[config.mk]
export PLATFORM = sky130hd
export DESIGN_NAME = fp_completion_arbiter
export DESIGN_NICKNAME = d
export VERILOG_FILES = /design/src/rtl/fp_completion_arbiter_pkg.sv /design/src/rtl/fp_compl_fifo.sv /design/src/rtl/fp_completion_arbiter.sv
export SDC_FILE = /design/constraint.sdc
export NUM_CORES = 1
export LEC_CHECK = 0
export CORE_MARGIN = 4
export CORE_UTILIZATION = 40
export CTS_CLUSTER_DIAMETER = 40
export CTS_CLUSTER_SIZE = 12
export DETAILED_ROUTE_END_ITERATION = 16
export DONT_BUFFER_PORTS = 1
export GPL_TIMING_DRIVEN = 0
export PLACE_DENSITY_LB_ADDON = 0.1
export SLEW_MARGIN = 20
export SYNTH_ARGS = -nofsm -noshare
export SYNTH_HDL_FRONTEND = slang
export SYNTH_HIERARCHICAL = 1
export SYNTH_SLANG_ARGS = --single-unit
[constraint.sdc]
create_clock -name clk_i -period 9.8 [get_ports clk_i]
set_input_delay 1.96 -clock clk_i [delete_from_list [all_inputs] [get_ports clk_i]]
set_output_delay 1.96 -clock clk_i [all_outputs]
set_load 0.01 [all_outputs]
[src/rtl/fp_completion_arbiter_pkg.sv]
// fp_completion_arbiter_pkg: shared types and default sizing for the FP completion arbiter
package fp_completion_arbiter_pkg;
  localparam int TAG_W                 = 6;
  localparam int DATA_W                = 64;
  localparam int STATUS_W              = 5;
  localparam int FP_COMPL_NUM_UNITS    = 3;
  localparam int FP_COMPL_FIFO_DEPTH   = 2;
  localparam int FP_COMPL_MAX_INFLIGHT = 8;
  typedef logic [TAG_W-1:0]    reg_t;
  typedef logic [DATA_W-1:0]   bus64_t;
  typedef logic [STATUS_W-1:0] status_t;
  typedef struct packed {
    reg_t    tag;
    bus64_t  data;
    status_t status;
  } fp_compl_entry_t;
endpackage

[src/rtl/fp_compl_fifo.sv]
// fp_compl_fifo: per-unit completion FIFO; ports clk_i/rstn_i, flush_i, push_i/data_i, pop_i/data_o (head), count_o, full_o, empty_o
module fp_compl_fifo #(
  parameter int DEPTH = 2,
  parameter int W     = 8
) (
  input  logic                   clk_i,
  input  logic                   rstn_i,
  input  logic                   flush_i,
  input  logic                   push_i,
  input  logic                   pop_i,
  input  logic [W-1:0]           data_i,
  output logic [W-1:0]           data_o,
  output logic [$clog2(DEPTH):0] count_o,
  output logic                   full_o,
  output logic                   empty_o
);
  localparam int AW = $clog2(DEPTH);
  localparam int CW = AW + 1;
  logic [W-1:0]  r_mem [DEPTH];
  logic [AW-1:0] r_wr, r_rd;
  logic [CW-1:0] r_count;
  logic          w_push, w_pop;
  assign w_push  = push_i & ~full_o;
  assign w_pop   = pop_i & ~empty_o;
  assign full_o  = r_count == CW'(DEPTH);
  assign empty_o = r_count == '0;
  assign count_o = r_count;
  assign data_o  = r_mem[r_rd];
  always_ff @(posedge clk_i or negedge rstn_i)
    if (!rstn_i) begin
      r_wr    <= '0;
      r_rd    <= '0;
      r_count <= '0;
    end else if (flush_i) begin
      r_wr    <= '0;
      r_rd    <= '0;
      r_count <= '0;
    end else begin
      if (w_push) r_wr <= r_wr + 1'b1;
      if (w_pop) r_rd <= r_rd + 1'b1;
      r_count <= r_count + CW'(w_push) - CW'(w_pop);
    end
  always_ff @(posedge clk_i)
    if (w_push && !flush_i) r_mem[r_wr] <= data_i;
endmodule

[src/rtl/fp_completion_arbiter.sv]
// fp_completion_arbiter: round-robin merge of per-unit FP completions into one result stream, with in-flight credit
//   in : clk_i, rstn_i (async, active-low), flush_i, issue_valid_i, unit_valid/tag/data/status_i (packed per unit)
//   out: issue_ready_o, unit_ready_o, result_valid/tag/data/fp_status_o, inflight_o
//   FP_COMPL_BYPASS_EN: drop the output register, results become combinational (latency 0)
module fp_completion_arbiter
  import fp_completion_arbiter_pkg::*;
#(
  parameter int NUM_UNITS    = FP_COMPL_NUM_UNITS,
  parameter int FIFO_DEPTH   = FP_COMPL_FIFO_DEPTH,
  parameter int MAX_INFLIGHT = FP_COMPL_MAX_INFLIGHT
) (
  input  logic                              clk_i,
  input  logic                              rstn_i,
  input  logic                              flush_i,
  input  logic                              issue_valid_i,
  output logic                              issue_ready_o,
  input  logic [NUM_UNITS-1:0]              unit_valid_i,
  input  logic [NUM_UNITS*TAG_W-1:0]        unit_tag_i,
  input  logic [NUM_UNITS*DATA_W-1:0]       unit_data_i,
  input  logic [NUM_UNITS*STATUS_W-1:0]     unit_status_i,
  output logic [NUM_UNITS-1:0]              unit_ready_o,
  output logic                              result_valid_o,
  output logic [TAG_W-1:0]                  result_tag_o,
  output logic [DATA_W-1:0]                 result_data_o,
  output logic [STATUS_W-1:0]               result_fp_status_o,
  output logic [$clog2(MAX_INFLIGHT):0]     inflight_o
);
  localparam int PW = NUM_UNITS > 1 ? $clog2(NUM_UNITS) : 1;
  localparam int CW = $clog2(FIFO_DEPTH) + 1;
  localparam int IW = $clog2(MAX_INFLIGHT) + 1;
  fp_compl_entry_t             w_live [NUM_UNITS];
  fp_compl_entry_t             w_head [NUM_UNITS];
  fp_compl_entry_t             w_cand_e [NUM_UNITS];
  fp_compl_entry_t             w_win_e;
  logic [CW-1:0]               w_count [NUM_UNITS];
  logic [NUM_UNITS-1:0]        w_empty, w_full, w_cand, w_push, w_pop;
  logic [PW-1:0]               r_rr, w_win;
  logic                        w_found, w_valid, w_inc, w_dec;
  logic [IW-1:0]               r_inflight;
  for (genvar k = 0; k < NUM_UNITS; k++) begin : g_unit
    assign w_live[k]       = {unit_tag_i[k*TAG_W +: TAG_W], unit_data_i[k*DATA_W +: DATA_W],
                              unit_status_i[k*STATUS_W +: STATUS_W]};
    // An empty FIFO lets the live completion compete directly, giving latency 1 (0 in bypass)
    assign w_cand[k]       = ~w_empty[k] | unit_valid_i[k];
    assign w_cand_e[k]     = w_empty[k] ? w_live[k] : w_head[k];
    assign unit_ready_o[k] = w_count[k] < CW'(FIFO_DEPTH);
    assign w_pop[k]        = w_found & (w_win == PW'(k)) & ~w_empty[k] & ~flush_i;
    // A live completion that wins arbitration goes straight out and is not enqueued
    assign w_push[k]       = unit_valid_i[k] & unit_ready_o[k] & ~flush_i &
                             ~(w_found & (w_win == PW'(k)) & w_empty[k]);
    fp_compl_fifo #(.DEPTH(FIFO_DEPTH), .W($bits(fp_compl_entry_t))) u_fifo (
      .clk_i   (clk_i),
      .rstn_i  (rstn_i),
      .flush_i (flush_i),
      .push_i  (w_push[k]),
      .pop_i   (w_pop[k]),
      .data_i  (w_live[k]),
      .data_o  (w_head[k]),
      .count_o (w_count[k]),
      .full_o  (w_full[k]),
      .empty_o (w_empty[k])
    );
  end
  always_comb begin
    w_found = 1'b0;
    w_win   = '0;
    for (int i = 0; i < NUM_UNITS; i++)
      if (!w_found && w_cand[(int'(r_rr) + i) % NUM_UNITS]) begin
        w_found = 1'b1;
        w_win   = PW'((int'(r_rr) + i) % NUM_UNITS);
      end
  end
  assign w_win_e       = w_cand_e[w_win];
  assign w_valid       = w_found & ~flush_i;
  assign issue_ready_o = r_inflight < IW'(MAX_INFLIGHT);
  assign inflight_o    = r_inflight;
  assign w_inc         = issue_valid_i & issue_ready_o;
  assign w_dec         = result_valid_o;
`ifdef FP_COMPL_BYPASS_EN
  assign result_valid_o = w_valid;
  assign {result_tag_o, result_data_o, result_fp_status_o} = w_valid ? w_win_e : '0;
`else
  fp_compl_entry_t r_out;
  logic            r_valid;
  always_ff @(posedge clk_i or negedge rstn_i)
    if (!rstn_i) begin
      r_valid <= 1'b0;
      r_out   <= '0;
    end else begin
      r_valid <= w_valid;
      r_out   <= w_valid ? w_win_e : '0;
    end
  assign result_valid_o = r_valid;
  assign {result_tag_o, result_data_o, result_fp_status_o} = r_out;
`endif
  always_ff @(posedge clk_i or negedge rstn_i)
    if (!rstn_i) begin
      r_rr       <= '0;
      r_inflight <= '0;
    end else if (flush_i) begin
      r_rr       <= '0;
      r_inflight <= '0;
    end else begin
      if (w_found) r_rr <= (w_win == PW'(NUM_UNITS - 1)) ? '0 : w_win + 1'b1;
      if (w_inc && !w_dec) r_inflight <= r_inflight + 1'b1;
      else if (w_dec && !w_inc && r_inflight != '0) r_inflight <= r_inflight - 1'b1;
    end
  a_no_underflow: assert property (@(posedge clk_i) disable iff (!rstn_i || flush_i)
    !(w_dec && !w_inc && r_inflight == '0));
endmodule

==> results.ini, run 1 <==
[floorplanning]
coreArea_sq_um=59400
ios=316
die_area_sq_um=64400
die_w_microns=254
start_util=0.407
die_y_microns=254
row_count=89

[sta]
period_minus_slack_ns=4.99
finalClockSkew_ns=0.0246
setup_viol=0
hold_violations=0
max_freq_ghz=0.200
finalMaxSlewViolations=0
holdWs_ns=0.566
tightest_slew_ns=1.17
slew_headroom=0.218
tns_ns=0
rsz0062_at_grt=no
post-route-period-util=0.509

[synthesis]
ys_ff_latch=544
synth_cell_type_count=53
synth_area_sq_um=24200
netlist_instances=1369
ys_seq_area_frac=0.657
synth_flop_cell=edfxtp_1
synth_edf_count=450
synth-async-reset-ratio=0.173
synth_fp_nets=1613
syn_avg_cell_area_sq_um=17.6
ys_warn_count=6

[clocking]
cts_hold_buf=0
clockRootBuffer=clkbuf_16
post_cts_buffers=0
post_cts_resized=0
clk_pin_slew_worst_paths_ns=0.05
clock_sinks=544
cts_tree=yes
insertion_delay_ns=0.64
numCtsBuffers=101
cts_htree_levels=3
ctsLongestPathBuffers=3

[drt]
drtPass1Iterations=4
drcViolationCount=0
drt_iter0_markers=700
wl_per_cell_microns=28.0
vias=12700
finalWirelength_microns=67400
vias_per_cell=5.26
ant_nets=0

[worst_setup_path]
path_class=input pin to flip-flop
cp_max_fo=10
critPathRequiredTime_ns=10.14
arrival_ns=5.33
crit_path_end_kind=flip-flop
start_kind=input pin

[power_and_ir_drop]
peakVddDrop_uv=166
power_leakage_nw=11.8
power_w=0.00880
power_density_nw_per_um2=300

[run]
drv_cap=0

[global_routing]
grt-ovfl-total=0
grt_util_all_layers=0.206
grt_pass1_vias=13700
grt_first_pass_wirelength_microns=95800
grt_antenna_before_repair=1
grt_start_max_net_pins=95

[worst_hold_path]
hold_path_class=flip-flop to flip-flop

[final_layout]
layout-drive-gt1-share=0.383
nets=1786
areaGrowthSynthToFinish_pct=21.5

[place]
gp_congestion=0.742
numPortBuffers=0
dp_hpwl_microns=46900

[outcome]
status=finished clean

[flip-flops by register name, indices dropped and copies added, names as in the netlist]
signal / flops
g_unit.u_fifo/count_o: 6
g_unit.u_fifo/r_mem: 450
g_unit.u_fifo/r_rd: 3
g_unit.u_fifo/r_wr: 3
inflight_o: 4
r_rr: 2
result_data_o: 64
result_fp_status_o: 5
result_tag_o: 6
result_valid_o: 1
[layer usage]
metal	up-vias	part of all wire	global-route usage
met5	-	0	0
met4	0	0.018	0.0486
met3	82	0.085	0.0835
met2	357	0.48	0.342
met1	6512	0.41	0.255
li1	5711	-	-
[synthesized netlist by cell type, types with 5 or more instances]
master / count / area share
nor2_1: 19 / 0.0030
o22ai_1: 46 / 0.012
o22ai_2: 30 / 0.016
buf_2: 26 / 0.0054
inv_1: 21 / 0.0033
buf_6: 16 / 0.0075
buf_4: 12 / 0.0037
a21oi_1: 7 / 0.0015
edfxtp_1: 450 / 0.56
nor3b_1: 5 / 0.0016
dfrtp_1: 94 / 0.097
mux2_1: 35 / 0.016
clkbuf_1: 18 / 0.0028
mux2_4: 120 / 0.075
mux2i_1: 225 / 0.093
ha_1: 11 / 0.0057
nor3_1: 11 / 0.0023
nor2b_1: 7 / 0.0018
mux2_2: 148 / 0.069
[kinds of logic after synthesis]
logic type | Yosys count | synth area share
xor+xnor | 7 | 0.00254
buf+inv | 98 | 0.0235
simple gates | 73 | 0.0195
compound gates | 107 | 0.0381
flops | 544 | 0.657
fa+ha+maj | 12 | 0.00653
mux | 528 | 0.253
[placed cells by master, fill, tap and decap left out, types with 4 or more instances in the layout]
cell        instances
nor2b_4             4
clkinv_2           10
o22ai_2            30
a21oi_1             7
bufinv_16          15
mux2_4            120
clkbuf_1           28
nor3_2              4
inv_1              21
edfxtp_1          450
mux2_2            148
and2_1              4
inv_6               9
buf_4              71
buf_2              26
buf_1               4
xor2_1              4
nand2_1             4
a21o_1              4
clkbuf_16         105
buf_6              27
o22ai_1            46
ha_1               11
clkinv_4            9
o21a_1              4
nand2b_1            4
dfrtp_1            94
clkinvlp_4         22
mux2i_1           225
nor3_1              8
mux2_1             35
nor2_1             19
nor2b_1             7
clkbuf_8            5
[worst paths after layout]
| kind | end | from | slack, ns | depth (start not counted) |
|---|---|---|---|---|
| max | g_unit[1].u_fifo/r_mem[1][26] | unit_valid_i[2] | 4.81 | 15 |
| min | r_rr[0] | r_rr[0] | 0.57 | 2 |
| max reg2reg | g_unit[1].u_fifo/r_mem[1][26] | g_unit[1].u_fifo/count_o[1] | 5.25 | 17 |
| min reg2reg | r_rr[0] | r_rr[0] | 0.57 | 2 |
| max in group asynchronous | result_data_o[32] | rstn_i | 8.47 | 0 |
| min in group asynchronous | result_data_o[59] | rstn_i | 1.02 | 0 |
[final cells by class]
class	instances	area [sq um]
clock buffer	120	2730
fill	5039	30000
sequential	544	15900
inverter	21	78.8
clock inverter	72	890
multi-input combinational	727	7750
timing repair buffer	70	567
tap	773	967
antenna	1	2.50
buffer	77	488
[metrics by stage]
| stage | setup WS, ns | utilization | instances | cell area (sq um) |
|---|---|---|---|---|
| after floorplan | 0.437 | - | 1369 | 24200 |
| after global placement | -6.41 | 0.423 | 2142 | 25100 |
| after detailed placement | 4.14 | 0.433 | 2212 | 25700 |
| after CTS | 4.80 | 0.494 | 2404 | 29300 |
| after global routing | 4.66 | 0.494 | 2404 | 29300 |
| final | 4.81 | 0.494 | 2405 | 29300 |
[power breakdown]
part           leakage [nW]  switching [W]  internal [W]
combinational          4.80        0.00124      0.000952
clock                  1.70        0.00122       0.00240
sequential             5.31       0.000179       0.00280
total                  11.8        0.00264       0.00616
[critical path, cell delays in order]
cell	delay [ns]
and2b_4	0.28
a211oi_2	0.07
nor3_2	0.26
a21oi_4	0.21
buf_2	0.28
nand4b_1	0.14
and4_1	0.28
nand2b_4	0.09
nor3b_2	0.48
buf_4	0.28
buf_4	0.19
buf_4	0.21
buf_4	0.21
buf_4	0.19
buf_6	0.17
No activity file was read; power rests on OpenSTA's default activity.
==> run 2, diff against run 1 <==
==> constraint.sdc (replaced) <==
create_clock -name clk_i -period 4.1 [get_ports clk_i]
set_input_delay 0.82 -clock clk_i [delete_from_list [all_inputs] [get_ports clk_i]]
set_output_delay 0.82 -clock clk_i [all_outputs]
set_load 0.01 [all_outputs]
==> results.ini, run 2 (same netlist as run 1, synthesis figures left out) <==
[outcome]
status=finished clean

[worst_setup_path]
max_stage_delay_ns=0.44
start_kind=flip-flop
critPathRequiredTime_ns=4.64
path_class=flip-flop to flip-flop
crit_path_end_kind=flip-flop
arrival_ns=4.36
crit_path_cell_trace=nor2_1 > buf_2 > nor2b_4 > a211oi_2 > or3_4 > o21a_1 > nand3_1 > buf_6 > buf_6 > nor2_1 > o21a_1 > ha_1 > inv_1 > ha_1 > xor2_1 > and2_1 > nor3_1
cp_max_fo=10
slowest_stage=or3_4

[drt]
drtPass1Iterations=7
vias=12700
drcViolationCount=0
ant_nets=0
finalWirelength_microns=67400
vias_per_cell=5.33
wl_per_cell_microns=28.3
drt_iter0_markers=782

[clocking]
cts_htree_levels=3
clock_sinks=544
cts_tree=yes
clk_pin_slew_worst_paths_ns=0.05
insertion_delay_ns=0.64
ctsLongestPathBuffers=3
clockRootBuffer=clkbuf_16
numCtsBuffers=97

[sta]
tightest_slew_ns=1.15
slew_headroom=0.231
hold_violations=0
rsz0062_at_grt=no
max_freq_ghz=0.262
post-route-period-util=0.931
setup_slack_ns=0.283
finalClockSkew_ns=0.0163
finalMaxSlewViolations=0
setup_viol=0
period_minus_slack_ns=3.82
tns_ns=0

[global_routing]
grt_first_pass_wirelength_microns=96100
grt_antenna_before_repair=0
grt_util_all_layers=0.207
grt_pass1_vias=13700
grt-ovfl-total=0
grt_start_max_net_pins=95

[floorplanning]
row_count=89
die_w_microns=254
coreArea_sq_um=59400
die_area_sq_um=64400
ios=316
start_util=0.407
die_y_microns=254

[final_layout]
stdcell_area_sq_um=29400
layout_commonest_cell=edfxtp_1
nets=1767
areaGrowthSynthToFinish_pct=21.6
most-common-layout-cells=450 x edfxtp_1, 225 x mux2i_1, 148 x mux2_2, 120 x mux2_4, 97 x clkbuf_16
layout-drive-gt1-share=0.372
fillers=4999
regMostFlops=g_unit.u_fifo/r_mem
largest_reg_flops=450

[worst_hold_path]
hold_path_class=input pin to asynchronous set/reset pin

[run]
drv_cap=0

[place]
dp_hpwl_microns=46500
place_area_sq_um=25900
dp_worst_setup_slack_ns=-0.196
gp_congestion=0.746
numPortBuffers=0

[power_and_ir_drop]
power_w=0.0208
power_leakage_nw=11.8
power_density_nw_per_um2=708
peakVddDrop_uv=426

[run 2: path summary, 6_finish.rpt]
path,start,endpoint,slack (ns),cells after the start
setup / recovery,g_unit[1].u_fifo/count_o[0],g_unit[1].u_fifo/count_o[1],0.28,17
hold / removal,rstn_i,result_data_o[41],0.13,1
setup reg to reg,g_unit[1].u_fifo/count_o[0],g_unit[1].u_fifo/count_o[1],0.28,17
hold reg to reg,r_rr[0],r_rr[0],0.55,2
max in group asynchronous,rstn_i,result_data_o[5],3.44,1
min in group clk_i,flush_i,g_unit[2].u_fifo/r_rd,0.26,1
[run 2: through the flow]
| stage | utilization | std cells | hold slack, ns |
|---|---|---|---|
| global placement | 0.425 | 2142 | 0.531 |
| global route | 0.495 | 2381 | 0.142 |
| floorplan | - | 1369 | 0.523 |
| finish | 0.495 | 2382 | 0.131 |
| detailed placement | 0.436 | 2187 | 0.531 |
| CTS | 0.494 | 2375 | 0.126 |
[run 2: area by class of cell]
class,count,area (sq um),area share
clock buffers,118,2590,0.0880
well taps,773,967,0.0329
diodes,1,2.50,0.0000852
plain buffers,77,498,0.0170
repair buffers,55,742,0.0253
flip-flops and latches,544,15900,0.540
multi-input cells,727,7820,0.266
clock inverters,66,820,0.0279
inverters,21,78.8,0.00268
[run 2: metal layers]
layer / track usage / up-vias / wire length [microns]
li1: - / 5678 / -
met1: 0.264 / 6510 / 28300
met2: 0.336 / 403 / 32200
met3: 0.0780 / 94 / 5680
met4: 0.0503 / 2 / 1150
met5: 0.00902 / - / 76
[run 2: power by group]
group	total, W	internal (W)	switching, W	leakage (nW)
combinational	0.00542	0.00237	0.00305	4.82
clock	0.00825	0.00536	0.00289	1.64
sequential	0.00714	0.00670	0.000431	5.31
total	0.0208	0.0144	0.00637	11.8
[run 2: worst max-delay path: cells and delay by family, from the launching register on]
family | cells | cell delay [ns]
and+or+nand+nor | 7 | 1.35
adders and majority gates | 2 | 0.47
xor gates and xnor gates | 1 | 0.15
DFF | 1 | 0.42
buffers and inverters | 4 | 0.73
AOI/OAI and AO/OA | 3 | 0.58
[run 2: repair_timing]
item,CTS,global route
hold endpoints to repair,94,0
endpoints found under the setup margin,37,32
resized for setup,0,1
pin swaps,3,2
hold buffers,1,0
buffers inserted,3,4
==> run 3, diff against run 2 <==
--- a/config.mk
+++ b/config.mk
@@ -12,7 +12,7 @@
 export DETAILED_ROUTE_END_ITERATION = 16
 export DONT_BUFFER_PORTS = 1
 export GPL_TIMING_DRIVEN = 0
-export PLACE_DENSITY_LB_ADDON = 0.1
+export PLACE_DENSITY = 0.66
 export SLEW_MARGIN = 20
 export SYNTH_ARGS = -nofsm -noshare
 export SYNTH_HDL_FRONTEND = slang
==> results.ini, run 3 (same netlist as run 1, synthesis figures left out) <==
[outcome]
status=finished clean

[clocking]
insertion_delay_ns=0.63
numCtsBuffers=87
clock_sinks=544
cts_htree_levels=3
clockRootBuffer=clkbuf_16
cts_tree=yes
clk_pin_slew_worst_paths_ns=0.06
ctsLongestPathBuffers=3

[power_and_ir_drop]
power_leakage_nw=11.6
swShare=0.316
power_w=0.0201
p_clk_frac=0.374
power_density_nw_per_um2=693
internal-power_w=0.0138
peakVddDrop_uv=447
pwr-share-seq=0.354
comb_power_share=0.271
p_sw_w=0.00634

[global_routing]
use_met1=0.248
busiest_layer=met2
use_met2=0.340
met3_usage=0.0724
grt_pass1_vias=13900
grt_start_max_net_pins=95
grt_antenna_before_repair=2
grt_util_all_layers=0.203
grt_first_pass_wirelength_microns=94800
grt-ovfl-total=0

[drt]
wl_per_cell_microns=28.2
vias=12700
drtPass1Iterations=5
drcViolationCount=0
finalWirelength_microns=66500
drt_iter0_markers=755
ant_nets=0
vias_per_cell=5.40

[sta]
finalClockSkew_ns=0.0211
period_minus_slack_ns=3.85
max_freq_ghz=0.260
tightest_slew_ns=1.10
tns_ns=0
rsz0062_at_grt=no
hold_violations=0
finalMaxSlewViolations=0
setup_slack_ns=0.254
slew_headroom=0.264
holdWs_ns=0.158
setup_viol=0
post-route-period-util=0.938

[worst_setup_path]
cp_max_fo=10
rrSetupSlack_ns=0.25
crit_path_end_kind=flip-flop
worstRegToRegCells=17
arrival_ns=4.37
start_kind=flip-flop
critPathRequiredTime_ns=4.63
path_class=flip-flop to flip-flop
reg2reg_to=g_unit[1].u_fifo/count_o[1]
timing.rr.start=g_unit[1].u_fifo/count_o[0]

[final_layout]
nets=1754
largest_reg_flops=450
most-common-layout-cells=450 x edfxtp_1, 225 x mux2i_1, 148 x mux2_2, 120 x mux2_4, 94 x dfrtp_1
areaGrowthSynthToFinish_pct=20.1
fillers=4901
layout_commonest_cell=edfxtp_1
layout-drive-gt1-share=0.370
regArea_sq_um=15900
multiInputGateArea_sq_um=7820
regMostFlops=g_unit.u_fifo/r_mem

[worst_hold_path]
hold_path_class=input pin to asynchronous set/reset pin

[floorplanning]
die_w_microns=254
die_area_sq_um=64400
ios=316
row_count=89
die_y_microns=254
coreArea_sq_um=59400
start_util=0.407

[place]
dp_hpwl_microns=46200
dp_worst_setup_slack_ns=0.00405
gp_congestion=0.766
numPortBuffers=0

[run]
drv_cap=0

## run 3: cell count changes in the layout (fill, tap and decap cells not counted), moves of 2 or more
cell / previous run / this run
inv_8: 0 / 6
inv_6: 8 / 15
buf_16: 2 / 4
clkinv_2: 13 / 1
bufinv_16: 13 / 7
clkinvlp_4: 11 / 14
buf_8: 31 / 27
clkbuf_16: 97 / 89
clkinv_1: 7 / 4
clkbuf_1: 31 / 24
## run 3: worst max-delay path by stage
| stage | startpoint | end | cells past startpoint |
|---|---|---|---|
| final | g_unit[1].u_fifo/count_o[0] | g_unit[1].u_fifo/count_o[1] | 17 |
| after global routing | g_unit[1].u_fifo/count_o[0] | g_unit[1].u_fifo/count_o[1] | 18 |
| after CTS | g_unit[1].u_fifo/count_o[0] | g_unit[1].u_fifo/count_o[1] | 17 |
| after detailed placement | g_unit[1].u_fifo/count_o[0] | g_unit[2].u_fifo/r_mem[1][25] | 13 |
| after global placement | unit_valid_i[2] | g_unit[1].u_fifo/r_mem[1][39] | 9 |
| after floorplan | unit_valid_i[2] | g_unit[1].u_fifo/r_mem[1][0] | 8 |
## run 3: cell type report
type | count | share of cell area
Multi-Input combinational cell | 727 | 0.269
Clock inverter | 60 | 0.0235
Inverter | 21 | 0.00272
Clock buffer | 104 | 0.0818
Timing Repair Buffer | 52 | 0.0250
Buffer | 77 | 0.0173
Tap cell | 773 | 0.0333
Sequential cell | 544 | 0.547
Antenna cell | 1 | 0.0000863
## run 3: through the flow
| stage | instance area, sq um | util | cells |
|---|---|---|---|
| 2_1_floorplan | 24300 | - | 1369 |
| 3_3_place_gp | 25200 | 0.425 | 2142 |
| 3_5_place_dp | 25900 | 0.436 | 2186 |
| 4_1_cts | 29000 | 0.488 | 2353 |
| 5_1_grt | 29000 | 0.489 | 2358 |
| 6_report | 29000 | 0.489 | 2359 |
## run 3: repair_timing
action	CTS	global route
hold buffers	1	0
pin swaps	1	2
setup buffers	2	5
gates resized for setup	0	3
setup endpoints to repair	22	64
endpoints found under the hold margin	94	0
## run 3: critical path, cell delays in order, from the launching register on
cell and delay (ns):
dfrtp_1 0.43, nor2_1 0.12, clkbuf_4 0.24, nor2b_4 0.28, a211oi_2 0.13, or3_4 0.45, o21a_1 0.27, nand3_1 0.22
buf_6 0.25, buf_6 0.20, nor2_1 0.05, o21a_1 0.17, ha_1 0.28, inv_1 0.04, ha_1 0.21, xor2_1 0.15
and2_1 0.15, nor3_1 0.11
## run 3: layer usage
metal | part of all wire | vias up
met5 | 0 | -
met4 | 0.026 | 0
met3 | 0.086 | 102
met2 | 0.48 | 425
met1 | 0.40 | 6561
li1 | - | 5640
## run 3: power by group through the flow
stage | clock (W) | sequential (W) | combinational [W]
after floorplan | 0 | 0.00713 | 0.00377
after global placement | 0 | 0.00726 | 0.00519
after detailed placement | 0 | 0.00723 | 0.00545
after CTS | 0.00769 | 0.00713 | 0.00551
after global routing | 0.00793 | 0.00718 | 0.00582
final | 0.00753 | 0.00712 | 0.00545
